### src/rtl/counter_seq_ctrl.sv
// Command sequencer for a loadable up/down counter: accepts LOAD/UP/DOWN/WAIT
// over valid/ready and drives load_n/ce/up_down/data_load cycle by cycle.
module counter_seq_ctrl #(
    parameter int unsigned WIDTH  = 4,
    parameter int unsigned STEP_W = 8
) (
    input  logic              clk,
    input  logic              rst_n,
    input  logic              cmd_valid,
    output logic              cmd_ready,
    input  logic [1:0]        cmd_op,
    input  logic [WIDTH-1:0]  cmd_data,
    input  logic [STEP_W-1:0] cmd_steps,
    input  logic              stop_at_limit,
    input  logic              zero,
    input  logic              max_count,
    output logic              load_n,
    output logic              ce,
    output logic              up_down,
    output logic [WIDTH-1:0]  data_load,
    output logic              busy,
    output logic              done,
    output logic              hit_limit
);

    localparam logic [1:0] OP_LOAD = 2'b00;
    localparam logic [1:0] OP_UP   = 2'b01;
    localparam logic [1:0] OP_DOWN = 2'b10;
    localparam logic [1:0] OP_WAIT = 2'b11;

    typedef enum logic [2:0] {
        S_IDLE,
        S_LOAD,
        S_RUN,
        S_HOLD,
        S_DONE
    } state_t;

    state_t              r_state;
    state_t              w_next;
    logic [1:0]          r_op;
    logic [STEP_W-1:0]   r_remaining;
    logic                r_stop;
    logic                r_hit;
    logic                r_up_down;
    logic [WIDTH-1:0]    r_data_load;
    logic                w_accept;
    logic                w_limit;
    logic                w_last;

    assign cmd_ready = (r_state == S_IDLE) && rst_n;
    assign w_accept  = cmd_valid && cmd_ready;
    // Limit is judged on the current count, before this cycle's step lands.
    assign w_limit   = r_stop && (((r_op == OP_UP) && max_count) ||
                                  ((r_op == OP_DOWN) && zero));
    assign w_last    = (r_remaining == STEP_W'(1));

    assign up_down   = r_up_down;
    assign data_load = r_data_load;
    assign hit_limit = r_hit;

    // State register
    always_ff @(posedge clk or negedge rst_n) begin
        if (!rst_n) begin
            r_state <= S_IDLE;
        end else begin
            r_state <= w_next;
        end
    end

    // Next state and state-decoded counter controls
    always_comb begin
        w_next = r_state;
        load_n = 1'b1;
        ce     = 1'b0;
        busy   = 1'b1;
        done   = 1'b0;
        case (r_state)
            S_IDLE: begin
                busy = 1'b0;
                if (w_accept) begin
                    if (cmd_op == OP_LOAD) begin
                        w_next = S_LOAD;
                    end else if (cmd_steps == STEP_W'(0)) begin
                        w_next = S_DONE;
                    end else if (cmd_op == OP_WAIT) begin
                        w_next = S_HOLD;
                    end else begin
                        w_next = S_RUN;
                    end
                end
            end
            S_LOAD: begin
                load_n = 1'b0;
                w_next = S_DONE;
            end
            S_RUN: begin
                ce = !w_limit;
                if (w_limit || w_last) begin
                    w_next = S_DONE;
                end
            end
            S_HOLD: begin
                if (w_last) begin
                    w_next = S_DONE;
                end
            end
            S_DONE: begin
                done   = 1'b1;
                w_next = S_IDLE;
            end
            default: begin
                busy   = 1'b0;
                w_next = S_IDLE;
            end
        endcase
    end

    // Command latch, step countdown and limit flag
    always_ff @(posedge clk or negedge rst_n) begin
        if (!rst_n) begin
            r_op        <= OP_LOAD;
            r_remaining <= STEP_W'(0);
            r_stop      <= 1'b0;
            r_hit       <= 1'b0;
            r_up_down   <= 1'b0;
            r_data_load <= WIDTH'(0);
        end else if (w_accept) begin
            r_op        <= cmd_op;
            r_remaining <= cmd_steps;
            r_stop      <= stop_at_limit;
            r_hit       <= 1'b0;
            if (cmd_op == OP_LOAD) begin
                r_data_load <= cmd_data;
            end
            if (cmd_op == OP_UP) begin
                r_up_down <= 1'b1;
            end else if (cmd_op == OP_DOWN) begin
                r_up_down <= 1'b0;
            end
        end else if (r_state == S_RUN) begin
            r_remaining <= r_remaining - STEP_W'(1);
            if (w_limit) begin
                r_hit <= 1'b1;
            end
        end else if (r_state == S_HOLD) begin
            r_remaining <= r_remaining - STEP_W'(1);
        end
    end

endmodule

### config.mk
export PLATFORM = sky130hd
export DESIGN_NAME = counter_seq_ctrl
export DESIGN_NICKNAME = d
export VERILOG_FILES = /design/src/rtl/counter_seq_ctrl.sv
export SDC_FILE = /design/constraint.sdc
export NUM_CORES = 1
export LEC_CHECK = 0
export BUFFER_PORTS_ARGS = -buffer_cell sky130_fd_sc_hd__buf_2
export CAP_MARGIN = 20
export CORE_MARGIN = 2
export CORE_UTILIZATION = 30
export CTS_CLUSTER_DIAMETER = 80
export DETAILED_ROUTE_END_ITERATION = 12
export PLACE_DENSITY = 0.5
export SLEW_MARGIN = 10
export SYNTH_ARGS = -nofsm -noshare
export SYNTH_HDL_FRONTEND = slang
export SYNTH_SLANG_ARGS = --single-unit
export TNS_END_PERCENT = 1
### constraint.sdc
create_clock -name clk -period 2.1 [get_ports clk]
set_input_delay 0.21 -clock clk [delete_from_list [all_inputs] [get_ports clk]]
set_output_delay 0.21 -clock clk [all_outputs]
set_load 0.05 [all_outputs]
# Word level (Yosys, flattened, before mapping)
# Cells that the tools add are included.
# totals
inputBits,20
regBits,20
word_cells,60
out_inout_bits,11
# op_classes
reduce_logical,20
n_eq_ne,13
add_sub_neg,1
mux,19
# ops
operator,count
8-bit 2-to-1 mux,3
3-bit 2-to-1 mux,5
3-bit case mux with 4 select lines,1
1-bit 2-to-1 mux,10
"8-bit by 1-bit equality test with 1-bit output, second input constant",1
8-bit logical NOT,1
"8-bit by 1-bit subtractor with 8-bit output, second input constant",1
"2-bit equality test, second input constant",3
"3-bit by 2-bit equality test with 1-bit output, second input constant",2
"2-bit != test, second input constant",3
2-bit AND reduction,3
2-bit nonzero test,3
1-bit logical AND,5
"2-bit by 1-bit equality test with 1-bit output, second input constant",2
4-bit OR reduction,1
"3-bit by 1-bit equality test with 1-bit output, second input constant",1
"3-bit equality test, second input constant",1
3-bit logical NOT,1
3-bit AND reduction,1
3-bit nonzero test,1
2-bit logical NOT,1
1-bit logical OR,2
1-bit logical NOT,1

# Longest topological paths before layout
# Gate-level depths: netlist of the first run.
# depth
word_depth,7
depth_mapped,7
ltp_nobuf,6

# Worst setup path after synthesis of the first run
# OpenSTA, ideal clock, no wires.
# synth_path
kind,register -> output
startpoint,register r_op[0]
endpoint,output port ce
required_ns,1.890
n_path_buf,0
arrival_ns,1.940
setup_slack_ns,-0.050
path_stages_with_launch,4
path_cell_list,dfrtp_1 -> and3b_1 -> o21ai_0 -> nor3b_1
# synth_between
elab_chain_len,6
elab_cells_between_ends,8
cone_classes,eq/ne (2); mux (1); reduce/logical (5)
# synth_lines
element,line,source
from (decl),41,logic [1:0] r_op;
from (signal assigned),129,r_op <= cmd_op;
2-bit by 1-bit equality test with 1-bit output or 2-bit equality test (tied branches),"54, 55",
1-bit logical AND (on tied branches),"54, 55",
1-bit logical OR (*),54,assign w_limit = r_stop && (((r_op == OP_UP) && max_count) ||
1-bit logical AND (*),54,
1-bit logical NOT (*),98,ce = !w_limit;
1-bit 2-to-1 mux (*),78,case (r_state)
to (decl),18,"output logic ce,"
# Mark *: on every way between the ends. The rest lies on a longest branch, timed or not.

# Final worst setup path of the first run
# layout_path
startpoint,register r_op[1]
endpoint,output port ce
# Same word-level chain as after synthesis.

==> summary.md, run 1 <==
| Metric | Value |
|---|---|
| Outcome | `finished, final reports clean` |
| Detailed-route wire length per cell | `about 13 µm` |
| Category of the worst setup path launch point | `flop` |
| FF+latch count, synth | `20` |
| Static leakage | `0.663 nW` |
| Most numerous cell in the Yosys netlist | `sky130_fd_sc_hd__dfrtp_1` |
| Number of standard-cell rows in the floorplan | `22` |
| Count of port buffers added during placement | `30` |
| Seq/Total Area, Yosys | `a little under half` |
| Number of instances in the synthesized netlist | `approximately 110` |
| Dominant cells by area after synthesis | `sky130_fd_sc_hd__dfrtp_1 (45%), sky130_fd_sc_hd__nand2_1 (5.8%), sky130_fd_sc_hd__ha_1 (5.7%)` |
| Root cell of the clock tree | `sky130_fd_sc_hd__clkbuf_8` |
| Path type of the worst setup path | `flop to output pin` |
| Transition time at the pin with the least slew margin | `0.373 ns` |
| Floorplan die area | `4180 µm²` |
| Most frequently used flop master after synthesis | `sky130_fd_sc_hd__dfrtp_1` |
| Initial antenna violation count | `0` |
| HPWL after detailed placement | `around 2000 µm` |
| Synthesized net count | `approximately 130` |
| Post-layout power | `around 2.0 mW` |
| Worst reg2reg path startpoint | `r_state[2]` |
| Share of the core filled with cells | `a little under two fifths` |
| Synthesized area divided by synthesized cell count | `just over 10 µm²` |
| Count of clock tree sinks | `20` |
| Arrival time worst endpoint | `~1.6 ns` |
| I/O pin count | `31` |
| TritonCTS clock tree | `done` |
| Count of hold-fix buffers inserted at cts | `1` |
| Post-synth cell types | `36` |
| Clk_lat worst skew | `approximately 0.27 ns` |
| Kind of end point of the critical path | `output pin` |
| Number of buffers on the longest clock path | `2` |
| Count of antenna-violating nets left after detailed routing | `0` |
| Final hold violation count | `0` |
| Max rail drop VDD | `0.458 mV` |
| Termination of the worst setup path | `ce` |
| Number of fill cells in the layout | `370` |
| Wirelength, routed | `around 2500 µm` |
| Drt drc | `0` |
| Post-placement setup slack | `~0.49 ns` |
| Number of max-cap violations | `0` |
| Drt via density | `between 4 and 5` |
| Number of resized instances in the post-cts repair step | `0` |
| Number of H-tree levels | `1` |
| Pin count of the biggest net entering global routing | `22` |
| Number of synthesized flops with an enable pin | `0` |
| Synth warn | `0` |
| Die span in x | `approximately 65 µm` |
| Wire length of the first global-routing pass | `between 4000 and 5000 µm` |
| Setup violation total in the final timing report | `0` |
| Data required time at the worst endpoint | `1.89 ns` |
| Endpoint of the lowest-slack register-to-register path | `data_load[1]` |
| Maximum achievable frequency | `550 MHz` |
| Via count of the first global-routing pass | `roughly 900` |
| Critical path launch point | `r_op[1]` |
| Die outline height | `about 65 µm` |
| Shortest period the worst path allows | `~1.8 ns` |
| Initial DRC Count | `40` |
| Worst Hold Class | `input pin to flop` |
| Number of diodes | `0` |
| Pins Over Slew Limit | `0` |
| Maximum fanout count along the critical path | `3` |
| Area Growth Syn to Fin | `24.0%` |
| Cell count of the worst reg-to-reg path | `4` |
| Dominant combinational cell family by area after synthesis | `simple AND/OR/NAND/NOR gates` |
| Final worst hold slack | `~0.13 ns` |
| Clock transition time at the flip-flop clock pins of the worst setup and hold paths | `approximately 0.08 ns` |
| Share of synthesized area spent on multiplexers | `under 10%` |
| Proportion of layout cells with a drive suffix above 1 | `31.7%` |
| Routability-driven placement congestion ratio | `0.760` |
| Number of iterations in the first detailed-routing pass | `4` |
| # Post-CTS Setup Buffers | `0` |
| Setup repair after global routing missed its margin | `false` |
| Xor and xnor fraction of the mapped netlist area | `2.38%` |
| Adder-cell share of the synthesized area | `about 5.7%` |
| Proportion of synthesized flip-flops having asynchronous set or reset | `between 90% and 100%` |
| Share of Yosys cell area claimed by the top area cell type | `around 45%` |
| Post-route fraction of the period consumed by the critical path | `between 80% and 90%` |
| Post-Synth Simple-Gate Area | `~25%` |
| Final nets | `around 170` |
| Starting density of the core | `between 30% and 40%` |
| Final setup TNS | `0 ns` |
| Vias | `roughly 900` |
| R2r setup slk | `between 0.4 and 0.5 ns` |
| Worst slew margin relative to its limit | `between 70 and 80%` |
| Post-route clock skew | `~0.0073 ns` |
| CTS buffer count | `3` |
| Cell type with the highest aggregate area in the netlist | `sky130_fd_sc_hd__dfrtp_1` |
| Area of the placeable core | `~3600 µm²` |
| Fraction of the mapped netlist area in compound gates | `11.0%` |
| Area of the mapped netlist | `between 1000 and 1500 µm²` |
| Total global routing track utilization | `about an eighth` |
| Top cells by count, synth | `sky130_fd_sc_hd__dfrtp_1 (20), sky130_fd_sc_hd__nand2_1 (17), sky130_fd_sc_hd__nand3_1 (6), sky130_fd_sc_hd__o21ai_0 (6)` |
| Total overflow reported by the global router | `0` |
| Pwr Density | `roughly 1500 nW/µm²` |
| Worst Setup Slack, final | `approximately 0.28 ns` |
[critical path, cell delays in order, from the launching register on]
cell,delay [ns]
sky130_fd_sc_hd__dfrtp_1,0.40
sky130_fd_sc_hd__and3b_1,0.16
sky130_fd_sc_hd__o21ai_0,0.29
sky130_fd_sc_hd__nor3b_2,0.22
sky130_fd_sc_hd__buf_2,0.28
[where the power goes]
| part | internal, mW | switching [mW] | leakage [nW] |
|---|---|---|---|
| clock network | 0.167 | 0.138 | 0.0288 |
| registers | 0.568 | 0.165 | 0.248 |
| logic | 0.347 | 0.656 | 0.386 |
| total | 1.08 | 0.960 | 0.663 |
[metal layers]
layer  vias up  share of wire [%]  GRT usage (%)
met1       431                 46           18.2
met3         5                3.3           2.08
met2        14                 49           20.3
met5         -                  0              0
li1        454                  -              -
met4         0                1.8           5.59
[sequential cells by signal, indices dropped and copies added (netlist names)]
signal / cells
r_state: 3
r_op: 2
r_remaining: 8
data_load: 4
up_down: 1
hit_limit: 1
r_stop: 1
[cell usage in the layout, fill, tap and decap left out, types with 2 or more instances in the layout]
| cell type | synthesis | final |
|---|---|---|
| sky130_fd_sc_hd__and2_1 | 2 | 2 |
| sky130_fd_sc_hd__o21ai_0 | 6 | 6 |
| sky130_fd_sc_hd__buf_2 | 1 | 30 |
| sky130_fd_sc_hd__o21a_1 | 2 | 2 |
| sky130_fd_sc_hd__a21oi_1 | 2 | 2 |
| sky130_fd_sc_hd__nor4_1 | 3 | 3 |
| sky130_fd_sc_hd__nand3_1 | 6 | 6 |
| sky130_fd_sc_hd__and3b_1 | 2 | 2 |
| sky130_fd_sc_hd__clkbuf_8 | 0 | 4 |
| sky130_fd_sc_hd__o211ai_1 | 2 | 2 |
| sky130_fd_sc_hd__ha_1 | 5 | 5 |
| sky130_fd_sc_hd__nand2_1 | 17 | 17 |
| sky130_fd_sc_hd__dfrtp_1 | 20 | 20 |
| sky130_fd_sc_hd__a31oi_1 | 2 | 2 |
| sky130_fd_sc_hd__mux2_4 | 4 | 4 |
| sky130_fd_sc_hd__buf_4 | 0 | 2 |
| sky130_fd_sc_hd__inv_1 | 4 | 4 |
| sky130_fd_sc_hd__nor2_1 | 4 | 4 |
| sky130_fd_sc_hd__nor3_1 | 5 | 5 |
| sky130_fd_sc_hd__xnor2_1 | 3 | 3 |
[cell families (layout without fill, tap and decap cells)]
family | count (synthesis) | count (layout)
AO/OA/AOI/OAI | 19 | 19
adder cells (fa/ha/maj) | 5 | 5
multiplexers | 5 | 5
XOR/XNOR | 3 | 3
buffers and inverters | 8 | 41
flip-flops | 20 | 20
AND/OR/NAND/NOR | 49 | 49
[how the worst min path moves through the flow]
stage | slack [ns] | from | end | cells after the start
floorplan | -0.09 | rst_n | data_load[0] | 0
global placement | 0.22 | rst_n | data_load[2] | 2
detailed placement | 0.22 | rst_n | data_load[2] | 2
CTS | 0.14 | stop_at_limit | r_stop | 3
global route | 0.15 | stop_at_limit | r_stop | 3
finish | 0.13 | stop_at_limit | r_stop | 3
[layout make-up]
| cell class | instances | area (µm²) | area share (%) |
|---|---|---|---|
| clock buffer | 4 | 55.1 | 4.03 |
| inverter | 4 | 15.0 | 1.10 |
| multi-input combinational | 81 | 561 | 41.0 |
| sequential | 20 | 500 | 36.6 |
| tap | 48 | 60.1 | 4.40 |
| timing repair buffer | 33 | 175 | 12.8 |
[stage by stage]
stage,std cells,cell area (µm²)
floorplan,109,1110
global placement,185,1300
detailed placement,185,1300
CTS,190,1370
global route,190,1370
finish,190,1370
No activity file was read; power rests on OpenSTA's default activity.
==> run 2, diff against run 1 <==
CORE_MARGIN = not set   (was 2)
==> run 2 against run 1 <==
Net effect: wire length fell by 1.2%; register-to-register slack barely moved; worst hold slack got worse by 0.033 ns; maximum frequency fell by 2.5%; clock power fell by 39%.
==> summary.md, run 2 (synthesized netlist as in run 1, its figures left out) <==
| Metric | Value |
|---|---|
| Outcome | `finished, final reports clean` |
| Area Growth Syn to Fin | `20.8%` |
| Initial DRC Count | `17 (-57%)` |
| CTS buffer count | `3 (unchanged)` |
| Pint | `981 µW (-9.4%)` |
| Setup repair after global routing missed its margin | `false` |
| Pin count of the biggest net entering global routing | `22 (unchanged)` |
| Highest-count cells in the layout ignoring fill and taps | `sky130_fd_sc_hd__buf_2 (30), sky130_fd_sc_hd__dfrtp_1 (20), sky130_fd_sc_hd__nand2_1 (17), sky130_fd_sc_hd__o21ai_0 (6), sky130_fd_sc_hd__nand3_1 (6)` |
| Vias | `895 (-1.0%)` |
| Number of max-cap violations | `0 (unchanged)` |
| Via count of the first global-routing pass | `934 (+4.8%)` |
| Wirelength, routed | `2480 µm (-1.2%)` |
| Starting density of the core | `32.3% (+1.7 points)` |
| Root cell of the clock tree | `sky130_fd_sc_hd__clkbuf_4` |
| Floorplan die area | `3920 µm² (-6.1%)` |
| HPWL after detailed placement | `1900 µm (-2.6%)` |
| Number of flip-flops in the largest register | `8 (unchanged)` |
| Post-route clock skew | `0.00552 ns (-0.00181 ns)` |
| Maximum achievable frequency | `536 MHz (-2.5%)` |
| Initial antenna violation count | `0 (unchanged)` |
| Die outline height | `62.6 µm (-3.1%)` |
| Number of iterations in the first detailed-routing pass | `4 (unchanged)` |
| Max rail drop VDD | `0.441 mV (-3.8%)` |
| Total overflow reported by the global router | `0 (unchanged)` |
| Commonest non-fill, non-tap cell in the layout | `sky130_fd_sc_hd__buf_2` |
| R2r setup slk | `0.49 ns (about the same)` |
| Arrival time worst endpoint | `1.66 ns (+0.05 ns)` |
| Transition time at the pin with the least slew margin | `0.372 ns (-0.00108 ns)` |
| Number of fill cells in the layout | `360 (-2.7%)` |
| Routed length on met2 | `1100 µm (-9.4%)` |
| Count of antenna-violating nets left after detailed routing | `0 (unchanged)` |
| Final hold violation count | `0 (unchanged)` |
| Switching power of the nets | `937 µW (-2.3%)` |
| Final Instance Area | `1330 µm² (-2.6%)` |
| Worst reg2reg path startpoint | `r_state[2]` |
| I/O pin count | `31 (unchanged)` |
| Area after DPL | `1300 µm² (-0.19%)` |
| Die span in x | `62.6 µm (-3.1%)` |
| Relative contribution of sequential cells to total power | `38.2% (+2.3 points)` |
| Data required time at the worst endpoint | `1.89 ns (about the same)` |
| Count of port buffers added during placement | `30 (unchanged)` |
| Area of the placeable core | `3420 µm² (-5.3%)` |
| Post-route fraction of the period consumed by the critical path | `88.9% (+2.3 points)` |
| Hold path depth | `3 (unchanged)` |
| Clk network pwr share | `9.8% (-5.2 points)` |
| Post-layout power | `1.92 mW (-6.1%)` |
| DR WL met3 | `50 µm (-40%)` |
| Pwr Density | `1440 nW/µm² (-3.6%)` |
| Number of H-tree levels | `1 (unchanged)` |
| Share of power burned in combinational logic | `52.0% (+2.9 points)` |
| Path type of the worst setup path | `flop to output pin` |
| TritonCTS clock tree | `done` |
| Highest metal layer with signal wires | `met4` |
| Number of diodes | `0 (unchanged)` |
| Detailed-route wire length per cell | `13.3 µm (+0.43%)` |
| Number of buffers on the longest clock path | `2 (unchanged)` |
| Total global routing track utilization | `14.3% (+1.2 points)` |
| Start point of the worst min-delay path | `stop_at_limit` |
| Number of standard-cell rows in the floorplan | `21 (-4.5%)` |
| Most flop-heavy register | `r_remaining` |
| Met1 routed wirelength after detailed routing | `1310 µm (+13%)` |
| Category of the worst setup path launch point | `flop` |
| Final nets | `168 (unchanged)` |
| Static leakage | `0.649 nW (-2.3%)` |
| Clk_lat worst skew | `0.30 ns (+0.03 ns)` |
| Worst slew margin relative to its limit | `75.2% (about the same)` |
| Master of the slowest instance on the critical path | `sky130_fd_sc_hd__dfrtp_1` |
| Final setup TNS | `0 ns (unchanged)` |
| Routability-driven placement congestion ratio | `0.772 (+1.6%)` |
| Drt via density | `4.79 (+0.59%)` |
| Drt drc | `0 (unchanged)` |
| Largest stage delay, worst path | `0.41 ns (about the same)` |
| # Post-CTS Setup Buffers | `0 (unchanged)` |
| Cell count of the worst reg-to-reg path | `4 (unchanged)` |
| Fraction of power spent switching nets | `48.9% (+1.9 points)` |
| Clock transition time at the flip-flop clock pins of the worst setup and hold paths | `0.12 ns (+0.04 ns)` |
| Wire length of the first global-routing pass | `4410 µm (+4.6%)` |
| Cells along the critical path | `and3b_1 -> o21ai_0 -> nor3b_2 -> buf_2` |
| Worst Hold Class | `input pin to flop` |
| Count of clock tree sinks | `20 (unchanged)` |
| Setup violation total in the final timing report | `0 (unchanged)` |
| Endpoint of the lowest-slack register-to-register path | `data_load[1]` |
| End point of the worst hold path | `r_stop` |
| Share of the core filled with cells | `39.0% (+1.1 points)` |
| Maximum fanout count along the critical path | `3 (unchanged)` |
| Kind of end point of the critical path | `output pin` |
| Shortest period the worst path allows | `1.87 ns (+0.0474 ns)` |
| Pins Over Slew Limit | `0 (unchanged)` |
| Proportion of layout cells with a drive suffix above 1 | `31.2% (-0.48 points)` |
## run 2: worst max-delay path by stage
stage	startpoint	endpoint	slack [ns]	cells after the start
floorplan	r_state[2]	data_load[0]	0.08	6
global placement	r_state[0]	data_load[1]	0.55	4
detailed placement	r_state[2]	data_load[3]	0.51	4
CTS	r_op[0]	ce	0.23	4
global route	r_op[0]	ce	0.12	4
finish	r_op[0]	ce	0.23	4
## run 2: metal layers
layer	track usage, %	vias up
met3	1.64	2
met5	0	-
met1	20.3	428
met2	21.7	13
li1	-	452
met4	6.10	0
## run 2: power groups by stage
stage | combinational [mW] | sequential [mW] | clock [mW]
6_report | 0.998 | 0.733 | 0.187
5_1_grt | 1.09 | 0.764 | 0.207
4_1_cts | 1.01 | 0.729 | 0.195
3_5_place_dp | 1.00 | 0.738 | 0
3_3_place_gp | 1.00 | 0.726 | 0
2_1_floorplan | 0.622 | 0.894 | 0
## run 2: layout make-up
cell class	instances	area, µm²	area share (%)
sequential	20	500	37.6
tap	46	57.6	4.32
inverter	4	15.0	1.13
clock buffer	3	22.5	1.69
timing repair buffer	33	175	13.2
multi-input combinational	81	561	42.1
## run 2: through the flow
stage	hold slack (ns)	setup WS, ns	cells
6_report	0.0978	0.233	187
4_1_cts	0.0892	0.228	187
3_5_place_dp	0.253	0.505	183
5_1_grt	0.0969	0.119	187
2_1_floorplan	-0.0856	0.0756	109
3_3_place_gp	0.263	0.555	183
## run 2: what timing repair did
action / CTS / global route
hold buffers: 1 / 0
hold endpoints to repair: 20 / 0
gates resized for setup: 0 / 0
## run 2: worst max-delay path: cells and delay by family (launching register included)
family / cells / cell delay, ns
compound gates: 1 / 0.27
flops: 1 / 0.41
simple gates: 2 / 0.39
buf+inv: 1 / 0.28
